==> config.mk <==
export PLATFORM = sky130hd
export DESIGN_NAME = if_fetch_unit_flat
export DESIGN_NICKNAME = d
export VERILOG_FILES = /design/src/rtl/if_fetch_unit_if.sv /design/src/rtl/if_fetch_unit.sv /design/src/flat_wrapper.sv
export SDC_FILE = /design/constraint.sdc
export NUM_CORES = 1
export LEC_CHECK = 0
export ABC_CLOCK_PERIOD_IN_PS = 3900
export CAP_MARGIN = 5
export CORE_MARGIN = 10
export CORE_UTILIZATION = 30
export DETAILED_ROUTE_END_ITERATION = 7
export DONT_BUFFER_PORTS = 1
export GPL_TIMING_DRIVEN = 0
export HOLD_SLACK_MARGIN = 0.15
export PLACE_DENSITY = 0.47
export SYNTH_ARGS = -nofsm -noshare
export SYNTH_HDL_FRONTEND = slang
export SYNTH_SLANG_ARGS = --single-unit
==> constraint.sdc <==
create_clock -name clk -period 3.9 [get_ports clk]
set_input_delay 0.975 -clock clk [delete_from_list [all_inputs] [get_ports clk]]
set_output_delay 0.975 -clock clk [all_outputs]
set_load 0.01 [all_outputs]
==> src/rtl/if_fetch_unit_if.sv <==
// Instruction-memory handshake bundle for the fetch unit.
//   imem_req   : fetch request (master -> memory)
//   imem_addr  : fetch address, stable while a request waits
//   imem_ready : request accepted, imem_rdata valid this cycle
//   imem_rdata : fetched word
// master = fetch unit side, slave = instruction memory side.
interface if_fetch_unit_if;
    logic        imem_req;
    logic [31:0] imem_addr;
    logic        imem_ready;
    logic [31:0] imem_rdata;

    modport master (
        output imem_req,
        output imem_addr,
        input  imem_ready,
        input  imem_rdata
    );

    modport slave (
        input  imem_req,
        input  imem_addr,
        output imem_ready,
        output imem_rdata
    );
endinterface

==> src/rtl/if_fetch_unit.sv <==
// Instruction-fetch front end feeding the IF/ID pipeline register.
// Owns the PC, runs a single-outstanding-request instruction-memory
// handshake, parks a returned word while the pipeline holds and kills
// the in-flight fetch on a branch/jump redirect.
//   clk, rst_n        : clock, asynchronous active-low reset
//   hold              : pipeline stall (same signal as the IF/ID hold)
//   redirect          : taken branch/jump, redirect_pc is the target
//   imem (master)     : instruction-memory request/response bundle
//   Instr, Addr       : instruction and its PC+4 toward IF/ID
//   fetch_bubble      : no valid instruction this cycle (ORed into IF/ID flush)
//   pc                : current fetch PC (debug)
module if_fetch_unit #(
    parameter logic [31:0] RESET_PC = 32'h0000_0000,
    parameter logic [31:0] NOP      = 32'h0000_0000
) (
    input  logic                   clk,
    input  logic                   rst_n,
    input  logic                   hold,
    input  logic                   redirect,
    input  logic [31:0]            redirect_pc,
    if_fetch_unit_if.master        imem,
    output logic [31:0]            Instr,
    output logic [31:0]            Addr,
    output logic                   fetch_bubble,
    output logic [31:0]            pc
);

    localparam logic [1:0] FETCH = 2'd0;
    localparam logic [1:0] KILL  = 2'd1;
    localparam logic [1:0] HELD  = 2'd2;

    logic [1:0]  state_q,  state_nxt;
    logic [31:0] pc_q,     pc_nxt;
    logic [31:0] buf_q,    buf_nxt;
    logic [31:0] kill_q,   kill_nxt;

    logic        req;
    logic [31:0] addr;
    logic        deliver;
    logic [31:0] dword;
    logic        bubble;
    logic [31:0] target;
    logic [31:0] pc_plus4;

    assign target   = redirect_pc & 32'hFFFF_FFFC;
    assign pc_plus4 = pc_q + 32'd4;

    always_comb begin
        state_nxt = state_q;
        pc_nxt    = pc_q;
        buf_nxt   = buf_q;
        kill_nxt  = kill_q;
        req       = 1'b0;
        addr      = pc_q;
        deliver   = 1'b0;
        dword     = buf_q;
        bubble    = 1'b1;

        case (state_q)
            FETCH: begin
                req  = 1'b1;
                addr = pc_q;
                if (redirect) begin
                    pc_nxt = target;
                    if (!imem.imem_ready) begin
                        kill_nxt  = pc_q;
                        state_nxt = KILL;
                    end
                end else if (imem.imem_ready && hold) begin
                    buf_nxt   = imem.imem_rdata;
                    state_nxt = HELD;
                    bubble    = 1'b0;
                end else if (imem.imem_ready) begin
                    deliver = 1'b1;
                    dword   = imem.imem_rdata;
                end else begin
                    bubble = ~hold;
                end
            end
            KILL: begin
                // Stale request must still complete; its data is dropped.
                req    = 1'b1;
                addr   = kill_q;
                bubble = ~hold | redirect;
                if (redirect) begin
                    pc_nxt = target;
                end else if (imem.imem_ready) begin
                    state_nxt = FETCH;
                end
            end
            HELD: begin
                if (redirect) begin
                    pc_nxt    = target;
                    state_nxt = FETCH;
                end else if (!hold) begin
                    deliver   = 1'b1;
                    dword     = buf_q;
                    state_nxt = FETCH;
                end else begin
                    bubble = 1'b0;
                end
            end
            default: begin
                state_nxt = FETCH;
            end
        endcase

        if (deliver) begin
            bubble = 1'b0;
            pc_nxt = pc_plus4;
        end
    end

    always_ff @(posedge clk or negedge rst_n) begin
        if (!rst_n) begin
            state_q <= FETCH;
            pc_q    <= RESET_PC;
            buf_q   <= '0;
            kill_q  <= '0;
        end else begin
            state_q <= state_nxt;
            pc_q    <= pc_nxt;
            buf_q   <= buf_nxt;
            kill_q  <= kill_nxt;
        end
    end

    // Registers already sit at reset values while rst_n is low, but the
    // FETCH decode would still raise a request; gate outputs directly.
    assign imem.imem_req  = rst_n & req;
    assign imem.imem_addr = addr;
    assign Instr          = (rst_n && deliver) ? dword : NOP;
    assign Addr           = (rst_n && deliver) ? pc_plus4 : '0;
    assign fetch_bubble   = ~rst_n | bubble;
    assign pc             = pc_q;

endmodule

==> src/flat_wrapper.sv <==
// flat-port wrapper written by rule: the top's interface ports become plain ports
module if_fetch_unit_flat 
#(
    parameter logic [31:0] RESET_PC = 32'h0000_0000,
    parameter logic [31:0] NOP      = 32'h0000_0000
)
  (clk, rst_n, hold, redirect, redirect_pc, Instr, Addr, fetch_bubble, pc, imem_imem_req, imem_imem_addr, imem_imem_ready, imem_imem_rdata);
  if_fetch_unit_if imem_i ();
  input  logic clk;
  input  logic rst_n;
  input  logic hold;
  input  logic redirect;
  input  logic [31:0] redirect_pc;
  output logic [31:0] Instr;
  output logic [31:0] Addr;
  output logic fetch_bubble;
  output logic [31:0] pc;
  output wire logic [$bits(imem_i.imem_req)-1:0] imem_imem_req;
  output wire logic [$bits(imem_i.imem_addr)-1:0] imem_imem_addr;
  input wire logic [$bits(imem_i.imem_ready)-1:0] imem_imem_ready;
  input wire logic [$bits(imem_i.imem_rdata)-1:0] imem_imem_rdata;
  assign imem_imem_req = imem_i.imem_req;
  assign imem_imem_addr = imem_i.imem_addr;
  assign imem_i.imem_ready = imem_imem_ready;
  assign imem_i.imem_rdata = imem_imem_rdata;
  if_fetch_unit #(.RESET_PC(RESET_PC), .NOP(NOP)) u_core (.clk(clk), .rst_n(rst_n), .hold(hold), .redirect(redirect), .redirect_pc(redirect_pc), .imem(imem_i), .Instr(Instr), .Addr(Addr), .fetch_bubble(fetch_bubble), .pc(pc));
endmodule
==> results.toml <==
[run_status]
status = "complete, no violations"

[floorplan]
die_area_sq_mm = 0.0265
rows = 52
ios = 199
fp.coreArea_sq_mm = 0.0202
start_util_pct = 30.4
die_h_um = 163
die_w_um = 163

[sta]
slew_headroom_pct = 41.7
setup_tns_ns = 0
period_share_pct = 93.3
hold_violations = 0
worst_pin_slew_ns = 0.869
skew_ns = 0.00687
fmax_mhz = 275
period_minus_slack_ns = 3.64
setup_violations = 0
drv_slew = 0
rsz0062_at_grt = "no"

[power_and_ir_drop]
total_power_mw = 4.91
p_leak_nw = 2.66
peakVddDrop_uv = 306
powerDensity_mw_per_mm2 = 706

[grt]
overflow = 0
grt.total_usage_pct = 16.5
first_global_vias = 5448
antenna_found_initial = 0
grt_max_degree = 99
grt_pass1_wl_um = 33800

[place]
hpwl_um = 17000
gp_congestion = 0.844
port-buffer-count = 0
dpl_cell_area_sq_mm = 0.00649
dp_cells = 954

[route]
drt_pass1_iterations = 5
vias = 5291
post_drt_via_cell_ratio = 5.45
drtIter0Drc = 437
drc = 0
ant_nets = 0
wl_per_cell_um = 23.1
routed_wl_um = 22400

[clocking]
clock_tree.root_cell = "clkbuf_16"
htreeDepth = 3
clock_latency_ns = 0.36
clock-sinks = 94
cts_tree = "done"
cts_made_buffers = 9
path_clk_slew_ns = 0.07
cts_buffer_depth = 2

[synthesis]
yosysSeqAreaShare_pct = 38.4
async_flop_share_pct = 100
synth_edf_count = 0
yosys.cell_types.count = 59
yosys_warnings = 0
ys_dominant_reg_cell = "dfrtp_1"
netlist_area_sq_mm = 0.00613
postSynthRegisterBits = 94
synthCells = 679
postSynthAreaPerCell_sq_um = 9.03

[worst_setup_path]
crit_fanout = 8
crit_type = "flip-flop to primary output"
arrival_ns = 2.66
end_kind = "primary output"
start_kind = "flip-flop"
required_ns = 2.92

[layout]
area_growth_pct = 13.5
fin_nets = 772
final_core_util_pct = 34.5
fin_cells = 971
final_cell_area_sq_mm = 0.00696
diodes = 0
drive_above_1_share_pct = 27.7

[run]
maxCapViolCount = 0

[worst_hold_path]
hold_path.class = "input port to async pin"
## final timing paths
kind | slack, ns | from | end | cells past startpoint
max reg2reg | 1.19 | u_core.state_q[0] | u_core.pc[27] | 8
max in group asynchronous | 3.37 | rst_n | u_core.buf_q[8] | 0
min in group clk | 0.48 | u_core.kill_q[22] | u_core.kill_q[22] | 2
min | 0.31 | rst_n | u_core.kill_q[24] | 0
max | 0.26 | u_core.pc[3] | Addr[14] | 6
min reg2reg | 0.48 | u_core.kill_q[22] | u_core.kill_q[22] | 2
## where the power goes
part | internal [mW] | switching [mW] | total, mW
combinational | 0.893 | 1.35 | 2.24
clock | 0.453 | 0.417 | 0.870
sequential | 1.41 | 0.389 | 1.80
## synthesized netlist by cell type, drive strengths merged (2+ instances only)
| cell type | instances | area [sq um] |
|---|---|---|
| nand3b | 2 | 15.0 |
| xor2 | 2 | 17.5 |
| o21a | 3 | 22.5 |
| mux2 | 76 | 856 |
| and4 | 6 | 52.6 |
| a22oi | 7 | 52.6 |
| mux2i | 8 | 80.1 |
| buf | 30 | 179 |
| and2 | 4 | 25.0 |
| and3 | 6 | 38.8 |
| clkbuf | 38 | 223 |
| a311oi | 5 | 43.8 |
| a221o | 4 | 40.0 |
| dfrtp | 94 | 2350 |
| nand4 | 13 | 87.6 |
| xnor2 | 26 | 228 |
| nor4b | 2 | 17.5 |
| nor3 | 20 | 105 |
| or3 | 2 | 17.5 |
| a31oi | 5 | 37.5 |
| o21ai | 25 | 125 |
| nor2b | 4 | 25.0 |
| a21oi | 54 | 270 |
| o22ai | 13 | 81.3 |
| nor2 | 49 | 194 |
| a31o | 4 | 35.0 |
| inv | 15 | 56.3 |
| a211oi | 2 | 15.0 |
| ha | 7 | 87.6 |
| nand2 | 103 | 387 |
| a41oi | 6 | 52.6 |
| o31a | 2 | 17.5 |
| nor4 | 9 | 81.3 |
| nand3 | 22 | 123 |
## stage by stage
step / hold WS (ns) / setup slack, ns
finish: 0.310 / 0.260
global route: 0.295 / 0.0788
CTS: 0.298 / -0.0609
detailed placement: 0.470 / 0.0528
global placement: 0.464 / 0.0710
floorplan: 0.450 / 0.610
## critical path, stage by stage (launching register included)
cell	delay (ns)
dfrtp_1	0.56
ha_1	0.37
nand4_2	0.30
nor3_1	0.54
and3_1	0.25
xnor2_1	0.07
nor2_1	0.21
## registers in the layout, indices dropped and copies added, names as in the netlist
signal / count
u_core.kill_q: 30
u_core.pc: 30
u_core.state_q: 2
u_core.buf_q: 32
## cell usage in the layout, fill, tap and decap left out, types with 5 or more instances in the layout
master / instances
a21oi_1: 24
nor3_1: 19
clkbuf_8: 9
mux2i_1: 8
nor2_2: 17
a21oi_2: 30
conb_1: 6
clkbuf_16: 9
buf_2: 14
a311oi_1: 5
and4_1: 6
a22oi_1: 7
mux2_2: 76
nand2_1: 102
buf_1: 5
nor2_1: 29
and3_1: 5
inv_1: 15
nand3_1: 21
a41oi_1: 6
nand4_1: 12
xnor2_1: 26
clkbuf_1: 27
dfrtp_1: 94
ha_1: 7
o21ai_0: 24
o22ai_1: 13
buf_4: 10
nor4_1: 5
## metal layers
metal	up-vias	track usage [%]	routed length, um
met4	0	7.50	673
li1	2420	-	-
met3	39	4.95	1870
met2	208	26.5	10800
met1	2624	19.8	9070
met5	-	0	0
## layout make-up
| cell class | instances | area, sq um |
|---|---|---|
| clock buffers | 10 | 239 |
| clock inverters | 6 | 45.0 |
| well taps | 270 | 338 |
| flip-flops and latches | 94 | 2350 |
| repair buffers | 1 | 7.51 |
| multi-input cells | 506 | 3500 |
| plain buffers | 69 | 425 |
| fillers | 2103 | 13200 |
| inverters | 15 | 56.3 |
## cell families (layout without fill, tap and decap cells)
kind of cell / Yosys count / in the layout / synth area share, %
compound gates: 136 / 136 / 13.8
simple gates: 245 / 245 / 19.4
other cells: 1 / 6 / 0.0612
buf+inv: 84 / 101 / 7.68
mux: 84 / 84 / 15.3
flops: 94 / 94 / 38.4
fa+ha+maj: 7 / 7 / 1.43
xor+xnor: 28 / 28 / 4.00
## repair_timing
item,4_1_cts,5_1_grt
endpoints found under the setup margin,35,60
pin swaps,0,1
buffers inserted,0,1
hold buffers,0,0
resized for setup,20,41
Note: power is estimated with default switching activity, not from simulation.
==> edit 1, RTL diff (same settings) <==
`buf_q` no longer has a reset.
--- a/src/rtl/if_fetch_unit.sv
+++ b/src/rtl/if_fetch_unit.sv
@@ -115,14 +115,16 @@
         if (!rst_n) begin
             state_q <= FETCH;
             pc_q    <= RESET_PC;
-            buf_q   <= '0;
             kill_q  <= '0;
         end else begin
             state_q <= state_nxt;
             pc_q    <= pc_nxt;
-            buf_q   <= buf_nxt;
             kill_q  <= kill_nxt;
         end
+    end
+
+    always_ff @(posedge clk) begin
+        buf_q <= buf_nxt;
     end
 
     // Registers already sit at reset values while rst_n is low, but the
Behaviour: no difference found for any inputs over 4 cycles, from zero or initial values and one cycle with rst_n low; that may be too few to reach the edited logic, so the function may still have changed.
==> edit 1 against the unedited design <==
- non-clock buffer count fell by 6
- clock power barely moved
- sequential cell count did not move
- maximum frequency fell by 2.0%
- final cell count fell by 5.1%
- worst setup slack got worse by 75 ps
- design area fell by 7.1%
- power fell by 11%
- global-route usage fell by 0.13 points
- synthesized area fell by 5.5%
- wire length fell by 4.1%
- critical path type unchanged
- critical endpoint is now Addr[9]
- largest cell class unchanged
==> edit 1: results (changes against the unedited design) <==
{
  "outcome": {"value": "completed"},
  "placed_cell_area": {"value": 6140, "unit": "um^2", "change": "-5.3%"},
  "drt_wl_total": {"value": 21.5, "unit": "mm", "change": "-4.1%"},
  "via_count": {"value": 5034, "change": "-4.9%"},
  "netlist_top_cells_count": {"value": "sky130_fd_sc_hd__nand2_1, sky130_fd_sc_hd__dfrtp_1, sky130_fd_sc_hd__a21oi_1, sky130_fd_sc_hd__nor2_1, sky130_fd_sc_hd__mux2_2"},
  "synth.distinct_cells": {"value": 57, "change": "-3.4%"},
  "wl_per_cell": {"value": 23.4, "unit": "um", "change": "+1.1%"},
  "number_of_enable_type_register_cells_in_the_synthesized_netlist": {"value": 32, "change": "+32"},
  "yosysSeqAreaShare": {"value": 0.434, "change": "+0.0499"},
  "ir_worst_vdd": {"value": 0.000258, "unit": "V", "change": "-16%"},
  "number_of_global_route_vias_before_repair": {"value": 5054, "change": "-7.2%"},
  "first_pass_grt_wire_length": {"value": 32.5, "unit": "mm", "change": "-3.9%"},
  "tightestPinTransition": {"value": 885, "unit": "ps", "change": "+15.7 ps"},
  "postSynth.asyncResetShare": {"value": 0.660, "change": "-0.340"},
  "gpl.final_weighted_congestion": {"value": 0.832, "change": "-1.4%"},
  "dp_cells": {"value": 906, "change": "-5.0%"},
  "globalRouteTotalUtil": {"value": 0.163, "change": "-0.00135"},
  "grt_max_degree": {"value": 67, "change": "-32%"},
  "fillCellCount": {"value": 1977, "change": "-6.0%"},
  "crit_fanout": {"value": 10, "change": "+2"},
  "dp_hpwl": {"value": 16.3, "unit": "mm", "change": "-4.2%"},
  "layout.nets": {"value": 733, "change": "-5.1%"},
  "power_per_cell_area": {"value": 675, "unit": "nW/um^2", "change": "-4.3%"},
  "cts.repair.resized": {"value": 3, "change": "-85%"},
  "netlist_top_cells_area": {"value": "sky130_fd_sc_hd__dfrtp_1, sky130_fd_sc_hd__edfxtp_1, sky130_fd_sc_hd__mux2_2"}
}
-- edit 1: kinds of logic after synthesis --
family / share of synthesized area
xor+xnor: 0.0423
mux: 0.0994
simple gates: 0.201
compound gates: 0.146
fa+ha+maj: 0.0151
other cells: 0.000647
buf+inv: 0.0616
flops: 0.434
-- edit 1: routing by layer --
layer  GRT usage  vias up  part of all wire
met3      0.0718       27              0.10
met5           0        -                 0
met1       0.200     2457              0.42
met2       0.252      244              0.46
met4      0.0527        0             0.018
li1            -     2306                 -
-- edit 1: worst max-delay path, stage by stage, from the launching register on --
cell                      delay, ps
sky130_fd_sc_hd__dfrtp_1        430
sky130_fd_sc_hd__inv_1          150
sky130_fd_sc_hd__ha_1           250
sky130_fd_sc_hd__a31oi_2        160
sky130_fd_sc_hd__or2_1          230
sky130_fd_sc_hd__buf_4          180
sky130_fd_sc_hd__nor2_4         220
sky130_fd_sc_hd__nand2_2        180
sky130_fd_sc_hd__buf_2          270
sky130_fd_sc_hd__nor2_1         310
-- edit 1: area by class of cell --
class | count | area share
Buffer | 64 | 0.0470
Clock buffer | 14 | 0.0424
Clock inverter | 1 | 0.000774
Inverter | 15 | 0.00871
Multi-Input combinational cell | 473 | 0.462
Sequential cell | 94 | 0.389
Tap cell | 260 | 0.0503
-- edit 1: final timing paths --
path	endpoint	depth (start not counted)	from	slack [ps]
worst max-delay path	Addr[9]	9	u_core.state_q[0]	190
worst min-delay path	u_core.kill_q[21]	0	rst_n	310
worst max register to register	u_core.pc[10]	7	u_core.state_q[0]	1170
worst min register to register	u_core.kill_q[31]	2	u_core.kill_q[31]	480
max in group asynchronous	u_core.kill_q[2]	0	rst_n	3450
min in group clk	u_core.kill_q[31]	2	u_core.kill_q[31]	480
-- edit 1: where the power goes --
part	switching [mW]	internal, mW	total, mW	leakage, nW
Combinational	1.19	0.685	1.88	1.23
Sequential	0.301	1.32	1.62	1.03
Clock	0.386	0.482	0.868	0.139
==> edit 2, RTL diff (same settings) <==
Made on the original files. Reset style: synchronous (`rst_n`), changed in one clocked block. Comments in the files are not updated.
--- a/src/rtl/if_fetch_unit.sv
+++ b/src/rtl/if_fetch_unit.sv
@@ -111,7 +111,7 @@
         end
     end
 
-    always_ff @(posedge clk or negedge rst_n) begin
+    always_ff @(posedge clk) begin
         if (!rst_n) begin
             state_q <= FETCH;
             pc_q    <= RESET_PC;
Function: differs if rst_n is asserted again (counterexample within 4 cycles, from zero or initial values and one cycle with rst_n low); with rst_n held inactive, the same outputs for 4 cycles.
==> edit 2 against the unedited design <==
- wire length shrank 0.48%
- highest routed layer unchanged
- worst setup slack lost 110 ps
- final cell count grew 8.8%
- synthesized area shrank 7.6%
- sequential cell count is the same
- non-clock buffer count grew 12
- design area shrank 8.9%
Power is not compared: it rests on default switching activity, and its combinational part moved more than twofold at a synthesized area within 25%.
==> edit 2: results (changes against the unedited design) <==
{
  "outcome": {"value": "completed"},
  "netlist_top_cells_area": {"value": "sky130_fd_sc_hd__dfxtp_1, sky130_fd_sc_hd__nand2_1, sky130_fd_sc_hd__a21oi_1"},
  "tightestPinTransition": {"value": 878, "unit": "ps", "change": "+8.30 ps"},
  "ir_worst_vdd": {"value": 0.000239, "unit": "V"},
  "globalRouteTotalUtil": {"value": 0.174, "change": "+0.00892"},
  "placement.setup.worst_slack": {"value": -282, "unit": "ps", "change": "-334 ps"},
  "detail_route.vias_per_cell": {"value": 5.27, "change": "-3.3%"},
  "dp_hpwl": {"value": 17.2, "unit": "mm", "change": "+1.1%"},
  "buffer_depth_of_the_longest_clock_path": {"value": 2, "change": "unchanged"},
  "synth_compound_area_frac": {"value": 0.195, "change": "+0.0566"},
  "cts-htree-levels": {"value": 3, "change": "unchanged"},
  "worstSkewPairLatency": {"value": 370, "unit": "ps"},
  "holdCritPathClass": {"value": "flop to flop"},
  "timing.hold.worst_path_depth": {"value": 2},
  "number_of_global_route_vias_before_repair": {"value": 5102, "change": "-6.4%"},
  "final_layout_size_suffix_gt1_frac": {"value": 0.112, "change": "-0.165"},
  "yosys.area_share.adder": {"value": 0.0155, "change": "+0.00117"},
  "worst_ep_arrival_time": {"value": 2780, "unit": "ps", "change": "+120 ps"},
  "drt_pass1_iterations": {"value": 4, "change": "-1"},
  "cts_buffers": {"value": 9, "change": "unchanged"},
  "yosysSeqAreaShare": {"value": 0.332, "change": "-0.0516"},
  "postSynth.asyncResetShare": {"value": 0, "change": "-1.00"},
  "dp_cells": {"value": 1037, "change": "+8.7%"},
  "synth.distinct_cells": {"value": 58, "change": "-1.7%"},
  "initialDrtViolationCount": {"value": 331, "change": "-24%"},
  "gpl.final_weighted_congestion": {"value": 0.804, "change": "-4.7%"},
  "worst_r2r_path_depth": {"value": 7, "change": "-1"},
  "crit_fanout": {"value": 10, "change": "+2"},
  "synthDominantCellAreaShare": {"value": 0.332, "change": "-0.0516"},
  "wl_per_cell": {"value": 21.2, "unit": "um", "change": "-8.5%"},
  "placed_cell_area": {"value": 5980, "unit": "um^2", "change": "-7.9%"},
  "layout.nets": {"value": 892, "change": "+16%"},
  "synthCells": {"value": 798, "change": "+18%"},
  "first_pass_grt_wire_length": {"value": 32.9, "unit": "mm", "change": "-2.7%"},
  "grt_max_degree": {"value": 19, "change": "-81%"},
  "finClkSkew": {"value": 9.32, "unit": "ps", "change": "+2.45 ps"},
  "crit_start": {"value": "u_core.state_q[0]"},
  "antenna_violations_before_repair": {"value": 1, "change": "+1"},
  "synthXorXnorAreaFrac": {"value": 0.0356, "change": "-0.00445"},
  "layoutNonFillerInstCount": {"value": 1056, "change": "+8.8%"},
  "post_synth_mux_area_share": {"value": 0.0676, "change": "-0.0851"},
  "netlist_top_cells_count": {"value": "sky130_fd_sc_hd__nand2_1, sky130_fd_sc_hd__a21oi_1, sky130_fd_sc_hd__dfxtp_1, sky130_fd_sc_hd__clkbuf_1, sky130_fd_sc_hd__nor2_1"}
}
-- edit 2: timing repair --
action,CTS,global route
resized for setup,7,4
cloned,0,0
endpoints found under the setup margin,52,47
setup buffers,0,2
hold buffers,0,0
pin swaps,0,1
-- edit 2: critical path: stages, from the launching register on --
cell and delay (ps):
sky130_fd_sc_hd__dfxtp_1 430, sky130_fd_sc_hd__inv_1 110, sky130_fd_sc_hd__ha_1 270, sky130_fd_sc_hd__a31oi_1 420
sky130_fd_sc_hd__nor3_4 130, sky130_fd_sc_hd__nand2_1 150, sky130_fd_sc_hd__clkbuf_2 300, sky130_fd_sc_hd__buf_1 420
sky130_fd_sc_hd__a21oi_1 180
-- edit 2: area by class of cell --
cell class	count	area, um^2
antenna	1	2.50
buffer	80	359
clock buffer	9	225
clock inverter	7	88.8
fill	2067	12300
inverter	12	45.0
multi-input combinational	617	3430
sequential	94	1880
tap	234	293
timing repair buffer	2	15.0
-- edit 2: final timing paths --
path	endpoint	slack [ps]
hold reg to reg	u_core.kill_q[5]	450
setup reg to reg	u_core.pc[6]	1150
hold / removal	u_core.kill_q[5]	450
setup / recovery	Instr[5]	150
-- edit 2: metal layers --
| metal | vias up | track usage | wire (um) |
|---|---|---|---|
| met4 | 0 | 0.0516 | 340 |
| met5 | - | 0 | 0 |
| li1 | 2754 | - | - |
| met3 | 18 | 0.0715 | 2200 |
| met1 | 2608 | 0.220 | 9750 |
| met2 | 185 | 0.263 | 10100 |
-- edit 2: where the power goes --
group | internal [mW] | leakage (nW) | switching, mW
logic | 0.129 | 1.16 | 0.268
registers | 1.00 | 0.766 | 0.0596
clock network | 0.514 | 0.152 | 0.450
total | 1.65 | 2.08 | 0.777
